`src/rtl/fir_sequencer.sv`:
```
// fir_sequencer: self-sequenced FIR engine, one multiply-accumulate per clock.
// Latency: TAPS+1 cycles from input acceptance to out_valid; one sample per TAPS+3 cycles at best.
// Backpressure: in_ready only in IDLE; the result holds in OUT until out_ready.
// Optional FIR_SEQ_SAT_EN: clamp the scaled result to the DATA_W range instead of wrapping.
module fir_sequencer #(
  parameter int DATA_W    = 16,
  parameter int COEF_W    = 16,
  parameter int TAPS      = 64,
  parameter int ACC_W     = 40,
  parameter int OUT_SHIFT = 15
) (
  input  logic                       clk,
  input  logic                       reset,
  input  logic                       coef_we,
  input  logic [$clog2(TAPS)-1:0]    coef_addr,
  input  logic signed [COEF_W-1:0]   coef_data,
  input  logic                       in_valid,
  output logic                       in_ready,
  input  logic signed [DATA_W-1:0]   in_data,
  output logic                       out_valid,
  input  logic                       out_ready,
  output logic signed [DATA_W-1:0]   out_data,
  output logic                       busy
);

  localparam int AW = $clog2(TAPS);
  localparam int PW = DATA_W + COEF_W;
  localparam logic [AW-1:0] LAST_TAP = AW'(TAPS - 1);
  // TAPS modulo 2^AW: zero for power-of-two depths, so the wrap add is correct either way
  localparam logic [AW-1:0] TAPS_MOD = AW'(TAPS);

  typedef enum logic [1:0] {IDLE, MAC, DONE, OUT} state_t;

  state_t                     state_q, state_d;
  logic signed [COEF_W-1:0]   coef_q [TAPS];
  logic signed [COEF_W-1:0]   coef_d [TAPS];
  logic signed [DATA_W-1:0]   hist_q [TAPS];
  logic signed [DATA_W-1:0]   hist_d [TAPS];
  logic [AW-1:0]              wr_ptr_q, wr_ptr_d;
  logic [AW-1:0]              k_q, k_d;
  logic signed [ACC_W-1:0]    acc_q, acc_d;
  logic                       out_valid_q, out_valid_d;
  logic signed [DATA_W-1:0]   out_data_q, out_data_d;

  logic [AW-1:0]              rd_idx;
  logic signed [PW-1:0]       prod;
  logic signed [DATA_W-1:0]   scaled_out;

  // History read index: newest sample minus tap number, modulo TAPS
  always_comb begin
    rd_idx = '0;
    if (wr_ptr_q >= k_q) rd_idx = wr_ptr_q - k_q;
    else                 rd_idx = wr_ptr_q + TAPS_MOD - k_q;
    prod = coef_q[k_q] * hist_q[rd_idx];
  end

`ifdef FIR_SEQ_SAT_EN
  localparam logic signed [DATA_W-1:0] D_MAX = {1'b0, {(DATA_W-1){1'b1}}};
  localparam logic signed [DATA_W-1:0] D_MIN = {1'b1, {(DATA_W-1){1'b0}}};
  logic signed [ACC_W-1:0] scaled;

  // Scale the accumulator and clamp to the representable output range
  always_comb begin
    scaled     = acc_q >>> OUT_SHIFT;
    scaled_out = scaled[DATA_W-1:0];
    if (scaled > ACC_W'(D_MAX))      scaled_out = D_MAX;
    else if (scaled < ACC_W'(D_MIN)) scaled_out = D_MIN;
  end
`else
  // Scale the accumulator and keep the low bits (two's-complement wrap)
  always_comb begin
    scaled_out = DATA_W'(acc_q >>> OUT_SHIFT);
  end
`endif

  // Next-state and datapath updates for the IDLE/MAC/DONE/OUT sequence
  always_comb begin
    state_d     = state_q;
    coef_d      = coef_q;
    hist_d      = hist_q;
    wr_ptr_d    = wr_ptr_q;
    k_d         = k_q;
    acc_d       = acc_q;
    out_valid_d = out_valid_q;
    out_data_d  = out_data_q;
    case (state_q)
      IDLE: begin
        // Coefficient write lands on the same edge as a sample, so that sample sees it
        if (coef_we && ({1'b0, coef_addr} < (AW+1)'(TAPS))) coef_d[coef_addr] = coef_data;
        if (in_valid) begin
          hist_d[wr_ptr_q] = in_data;
          acc_d            = '0;
          k_d              = '0;
          state_d          = MAC;
        end
      end
      MAC: begin
        acc_d = acc_q + ACC_W'(prod);
        if (k_q == LAST_TAP) begin
          k_d     = '0;
          state_d = DONE;
        end else begin
          k_d = k_q + 1'b1;
        end
      end
      DONE: begin
        out_data_d  = scaled_out;
        out_valid_d = 1'b1;
        wr_ptr_d    = (wr_ptr_q == LAST_TAP) ? '0 : wr_ptr_q + 1'b1;
        state_d     = OUT;
      end
      OUT: begin
        if (out_ready) begin
          out_valid_d = 1'b0;
          state_d     = IDLE;
        end
      end
      default: state_d = IDLE;
    endcase
  end

  // State registers; reset clears coefficients and history as well
  always_ff @(posedge clk or posedge reset) begin
    if (reset) begin
      state_q     <= IDLE;
      wr_ptr_q    <= '0;
      k_q         <= '0;
      acc_q       <= '0;
      out_valid_q <= 1'b0;
      out_data_q  <= '0;
      for (int i = 0; i < TAPS; i++) begin
        coef_q[i] <= '0;
        hist_q[i] <= '0;
      end
    end else begin
      state_q     <= state_d;
      wr_ptr_q    <= wr_ptr_d;
      k_q         <= k_d;
      acc_q       <= acc_d;
      out_valid_q <= out_valid_d;
      out_data_q  <= out_data_d;
      for (int i = 0; i < TAPS; i++) begin
        coef_q[i] <= coef_d[i];
        hist_q[i] <= hist_d[i];
      end
    end
  end

  assign in_ready  = (state_q == IDLE);
  assign busy      = (state_q != IDLE);
  assign out_valid = out_valid_q;
  assign out_data  = out_data_q;

endmodule
```
`config.mk`:
```
export PLATFORM = sky130hd
export DESIGN_NAME = fir_sequencer
export DESIGN_NICKNAME = d
export VERILOG_FILES = /design/src/rtl/fir_sequencer.sv
export SDC_FILE = /design/constraint.sdc
export NUM_CORES = 2
export LEC_CHECK = 0
export BUFFER_PORTS_ARGS = -buffer_cell sky130_fd_sc_hd__buf_2
export CORE_ASPECT_RATIO = 2
export CORE_UTILIZATION = 50
export DETAILED_ROUTE_END_ITERATION = 16
export GPL_TIMING_DRIVEN = 1
export PLACE_DENSITY = 0.77
export SETUP_SLACK_MARGIN = 0.02
export SLEW_MARGIN = 20
export SYNTH_ARGS = -nofsm -noshare
export SYNTH_HDL_FRONTEND = slang
export SYNTH_SLANG_ARGS = --single-unit
```
`constraint.sdc`:
```
create_clock -name clk -period 91.3 [get_ports clk]
set_input_delay 9.13 -clock clk [delete_from_list [all_inputs] [get_ports clk]]
set_output_delay 9.13 -clock clk [all_outputs]
set_load 0.02 [all_outputs]
```
**Word-level counts from Yosys, hierarchy flattened**

Index checks and enable logic that the tools add are counted.

- Flip-flop bits (word level): 2119
- Output and inout port bits: 19

- Add/subtract/negate cells: 4
- $mul: 1
- Magnitude comparators: 6
- Eq/ne operators: 8
- Multiplexer cells: 24
- Bitwise operators: 4
- Reduce and logical (&&, ||, !) cells: 11

Operator list:

| operator | count |
|---|---|
| $bwmux W1024 | 2 |
| $bmux W16 S6 | 2 |
| $demux W16 S6 | 2 |
| $mux W16 | 6 |
| $pmux W40 S2 | 1 |
| $add A40 B32 Y40 | 1 |
| $mux W40 | 1 |
| $mul A16 B16 Y32 | 1 |
| $ge A7 B7 Y1 const B | 4 |
| $not A6 Y7 | 4 |
| $mux W6 | 3 |
| $lt A7 B1 Y1 const B | 2 |
| $add A6 B1 Y6 const B | 2 |
| $eq A6 B6 Y1 const B | 2 |
| $pmux W6 S2 | 1 |
| $pmux W2 S4 | 1 |
| $reduce_and A2 Y1 | 4 |
| $mux W2 | 3 |
| $ne A2 B2 Y1 const B | 3 |
| $reduce_bool A2 Y1 | 3 |
| $sub A6 B6 Y6 | 1 |
| $eq A2 B2 Y1 const B | 2 |
| $reduce_and A3 Y1 | 1 |
| $eq A2 B1 Y1 const B | 1 |
| other kinds (4) | 5 |

**Logic depth before layout (Yosys ltp)**

- Depth after elaboration: 8
- Depth in mapped cells: 43

**Worst setup path after synthesis**

OpenSTA, ideal clock, no wires.

- Kind: input-to-reg
- Start: input coef_addr[3]
- End: register coef_q[640] (netlist name)
- Arrival: 10975 ps
- Path slack: 80200 ps
- Stages on the path: 6
- Buffers on the path: 3
- Cell sequence: clkbuf_1 -> or3b_2 -> clkbuf_1 -> nor2_1 -> clkbuf_1 -> mux2_2

- Word-level cells in the longest chain between the ends: 6
- Elaborated cells on any way between the ends: 7

RTL lines:

| item | RTL line | RTL |
|---|---|---|
| start, declared | 15 | `input logic [$clog2(TAPS)-1:0] coef_addr,` |
| $not A6 Y7 (implied by the code) (*) | 89 | `if (coef_we && ({1'b0, coef_addr} < (AW+1)'(TAPS))) coef_d[coef_addr] = coef_data;` |
| $ge A7 B7 Y1 (implied by the code) / $lt A7 B1 Y1 (equally long branches) | 89 |  |
| $logic_and A1 B1 Y1 (implied by the code) | 89 |  |
| $mux W16 (implied by the code) | 89 |  |
| $demux W16 S6 (*) | 89 |  |
| $bwmux W1024 (*) | 89 |  |
| end signal, assigned by index | 143 | `coef_q[i] <= coef_d[i];` |
| end, declared | 35 | `logic signed [COEF_W-1:0] coef_q [TAPS];` |

Every way passes the cells marked *; elsewhere a longest branch is shown, timed or not.
A chain may end at the register's enable or synchronous reset.

==> flow_summary.ini <==
[run_status]
status = complete, no violations

[cells_and_area]
layout.nets = 7318
area_growth_syn_to_layout_pct = 8.86
fin_util = 0.548
fin_cells = 9784
drive_gt1_frac = 0.469

[timing]
fin_hold_ws_ns = 0.499
setup_viol = 0
period_share = 0.154
fmax_mhz = 71.0
worst_slack_ns = 77.22
clock_skew_ns = 0.0732
tns_ns = 0
worstMarginPinSlew_ns = 1.20
rsz0062_at_grt = false
slew_viol_final = 0
hold_viol_final = 0
period_needed_ns = 14.08
relSlewSlack = 0.196

[grt]
grt_max_degree = 193
grtUsageTotal = 0.264
grt.overflow.total = 0
antenna_found_initial = 12
grt_pass1_vias = 68000
grt_pass1_wl_mm = 421

[synthesis]
synth_area_leaders = dfrtp_1, mux2_2, mux4_2
synth.avg_cell_area_sq_um = 15.1
yosys.area.top_type_share = 0.500
synthFlopType = dfrtp_1
synth_cells = 7014
synth_common_cells = dfrtp_1, mux2_2, mux4_2
synth_largest_area_cell = dfrtp_1
ys_types = 60
syn-cell-area_sq_um = 106000
yosysWarnings = 0
synth_fp_nets = 7449
post-synth-top-count-cell = dfrtp_1
async_flop_share = 1.00
synth_edf_count = 0
ys_ff_latch = 2110
seq_area_frac_synth = 0.500

[drt]
routed_wl_mm = 273
ant_nets = 0
dr.pass1.iters = 7
vias = 59700
via_per_inst = 6.10
drc = 0
drtIter0Drc = 3930
avgRoutedWirePerCell_microns = 27.9

[clocking]
clock_latency_ns = 0.86
cts_resized = 0
clkSlewWorstSetupHoldPaths_ns = 0.07
htreeDepth = 4
cts.sinks = 2110
holdBufCountCts = 0
cts_root_buffer = clkbuf_16
post_cts_buffers = 0
cts_buffer_depth = 4
cts_made_buffers = 184
tritoncts = done

[placed_design]
hpwl_mm = 180
numPlacedInstances = 9454
place_congestion = 0.894
dp_slack_ns = 75.47
port_buffers = 61

[floorplanning]
fp-row-count = 238
start_util = 0.503
die-area_sq_um = 213000
fp.dieW_microns = 327
core_sq_um = 210000
die_height_microns = 652
io_pins = 62

[power_and_ir_drop]
p_per_area_nw_per_um2 = 25.4
ir_worst_vdd_mv = 0.0282
total_leakage_power_uw = 0.0555

[worst_setup_path]
r2r_cells = 33
crit_family = buffers and inverters
cp_slowest_cell = buf_4
worst_ep_required_time_ns = 92.14
cpPeakStageDelay_ns = 0.80
critical_path_buf_inv_count = 10
start_kind = primary input
r2r_end = acc_q[29]
regToRegStartpoint = k_q[0]
path_class = in2async
r2r_setup_slack_ns = 78.97
crit_chain = buf_2 -> inv_8 -> buf_4 -> buf_4 -> buf_16 -> buf_12 -> buf_12 -> buf_16 -> buf_6 -> buf_6
end_kind = async pin
cp.arrival_ns = 14.93
worst-path-max-fanout = 169

[flow_run]
drv_cap = 0

[worst_hold_path]
hp-class = reg2reg
holdCritStartpoint = hist_q[420]
hold_depth = 1
hold_end = hist_q[420]
how the worst max path moves through the flow:
stage	from	to	cells after the start
after floorplan	reset	acc_q[0]	1
after global placement	reset	acc_q[11]	8
after detailed placement	reset	acc_q[12]	8
after CTS	reset	acc_q[7]	8
after global routing	reset	acc_q[11]	10
final	reset	acc_q[7]	10
power by group:
part	internal, uW	total (uW)	switching (uW)
logic	440	1010	566
registers	1050	1120	69.3
clock network	445	795	349
total	1940	2920	984
stage by stage:
stage | power [uW] | area [sq um]
3_5_place_dp | 2150 | 109000
3_3_place_gp | 2120 | 109000
6_report | 2920 | 115000
4_1_cts | 2940 | 115000
5_1_grt | 3060 | 115000
2_1_floorplan | 1860 | 106000
cell type report:
type / instances / area (sq um)
antenna: 9 / 22.5
clock buffer: 269 / 5390
clock inverter: 49 / 612
fill: 16300 / 94900
inverter: 362 / 1370
multi-input combinational: 3967 / 49300
sequential: 2110 / 52800
tap: 2760 / 3450
timing repair buffer: 258 / 2050
registers in the layout, summed over array words and instances (netlist names):
name,count
coef_q,1024
wr_ptr_q,6
k_q,6
out_valid,1
state_q,2
acc_q,31
out_data,16
hist_q,1024
kinds of logic (layout without fill, tap and decap cells):
kind of cell,count (synthesis),count (layout),share of synthesized area
AOI/OAI and AO/OA,161,161,0.00918
xor gates and xnor gates,48,48,0.00412
adders and majority gates,392,392,0.0667
buffers and inverters,937,938,0.0346
DFF,2110,2110,0.500
muxes,2746,2746,0.361
other,0,9,0
and+or+nand+nor,620,620,0.0248
layout by cell type, fill, tap and decap left out, types with 6 or more instances in the layout:
master	netlist	final
a21o_1	12	12
a21oi_1	47	47
a22o_1	7	7
and2_1	11	11
and3_1	9	9
buf_12	0	12
buf_2	85	46
buf_4	1	192
bufinv_16	0	13
clkbuf_1	425	43
clkbuf_16	0	188
clkbuf_8	0	38
clkinv_2	0	28
dfrtp_1	2110	2107
diode_2	0	9
fa_1	286	285
ha_1	106	105
inv_1	361	359
mux2_2	2080	2080
mux2i_1	25	25
mux4_2	636	636
nand2_1	263	257
nand2_2	0	6
nand2b_1	18	17
nand3_1	20	20
nor2_1	242	241
nor2b_1	8	8
nor3_1	8	7
o21ai_0	52	46
o21ai_1	8	13
xnor2_1	28	26
xor2_1	18	18
per-layer routing:
metal	vias up	wire, microns	global-route usage
li1	24700	-	-
met1	32500	90300	0.273
met2	1678	149000	0.488
met3	780	10800	0.0292
met4	2	23800	0.197
met5	-	14	0
Power figures use the tool's default switching activity.
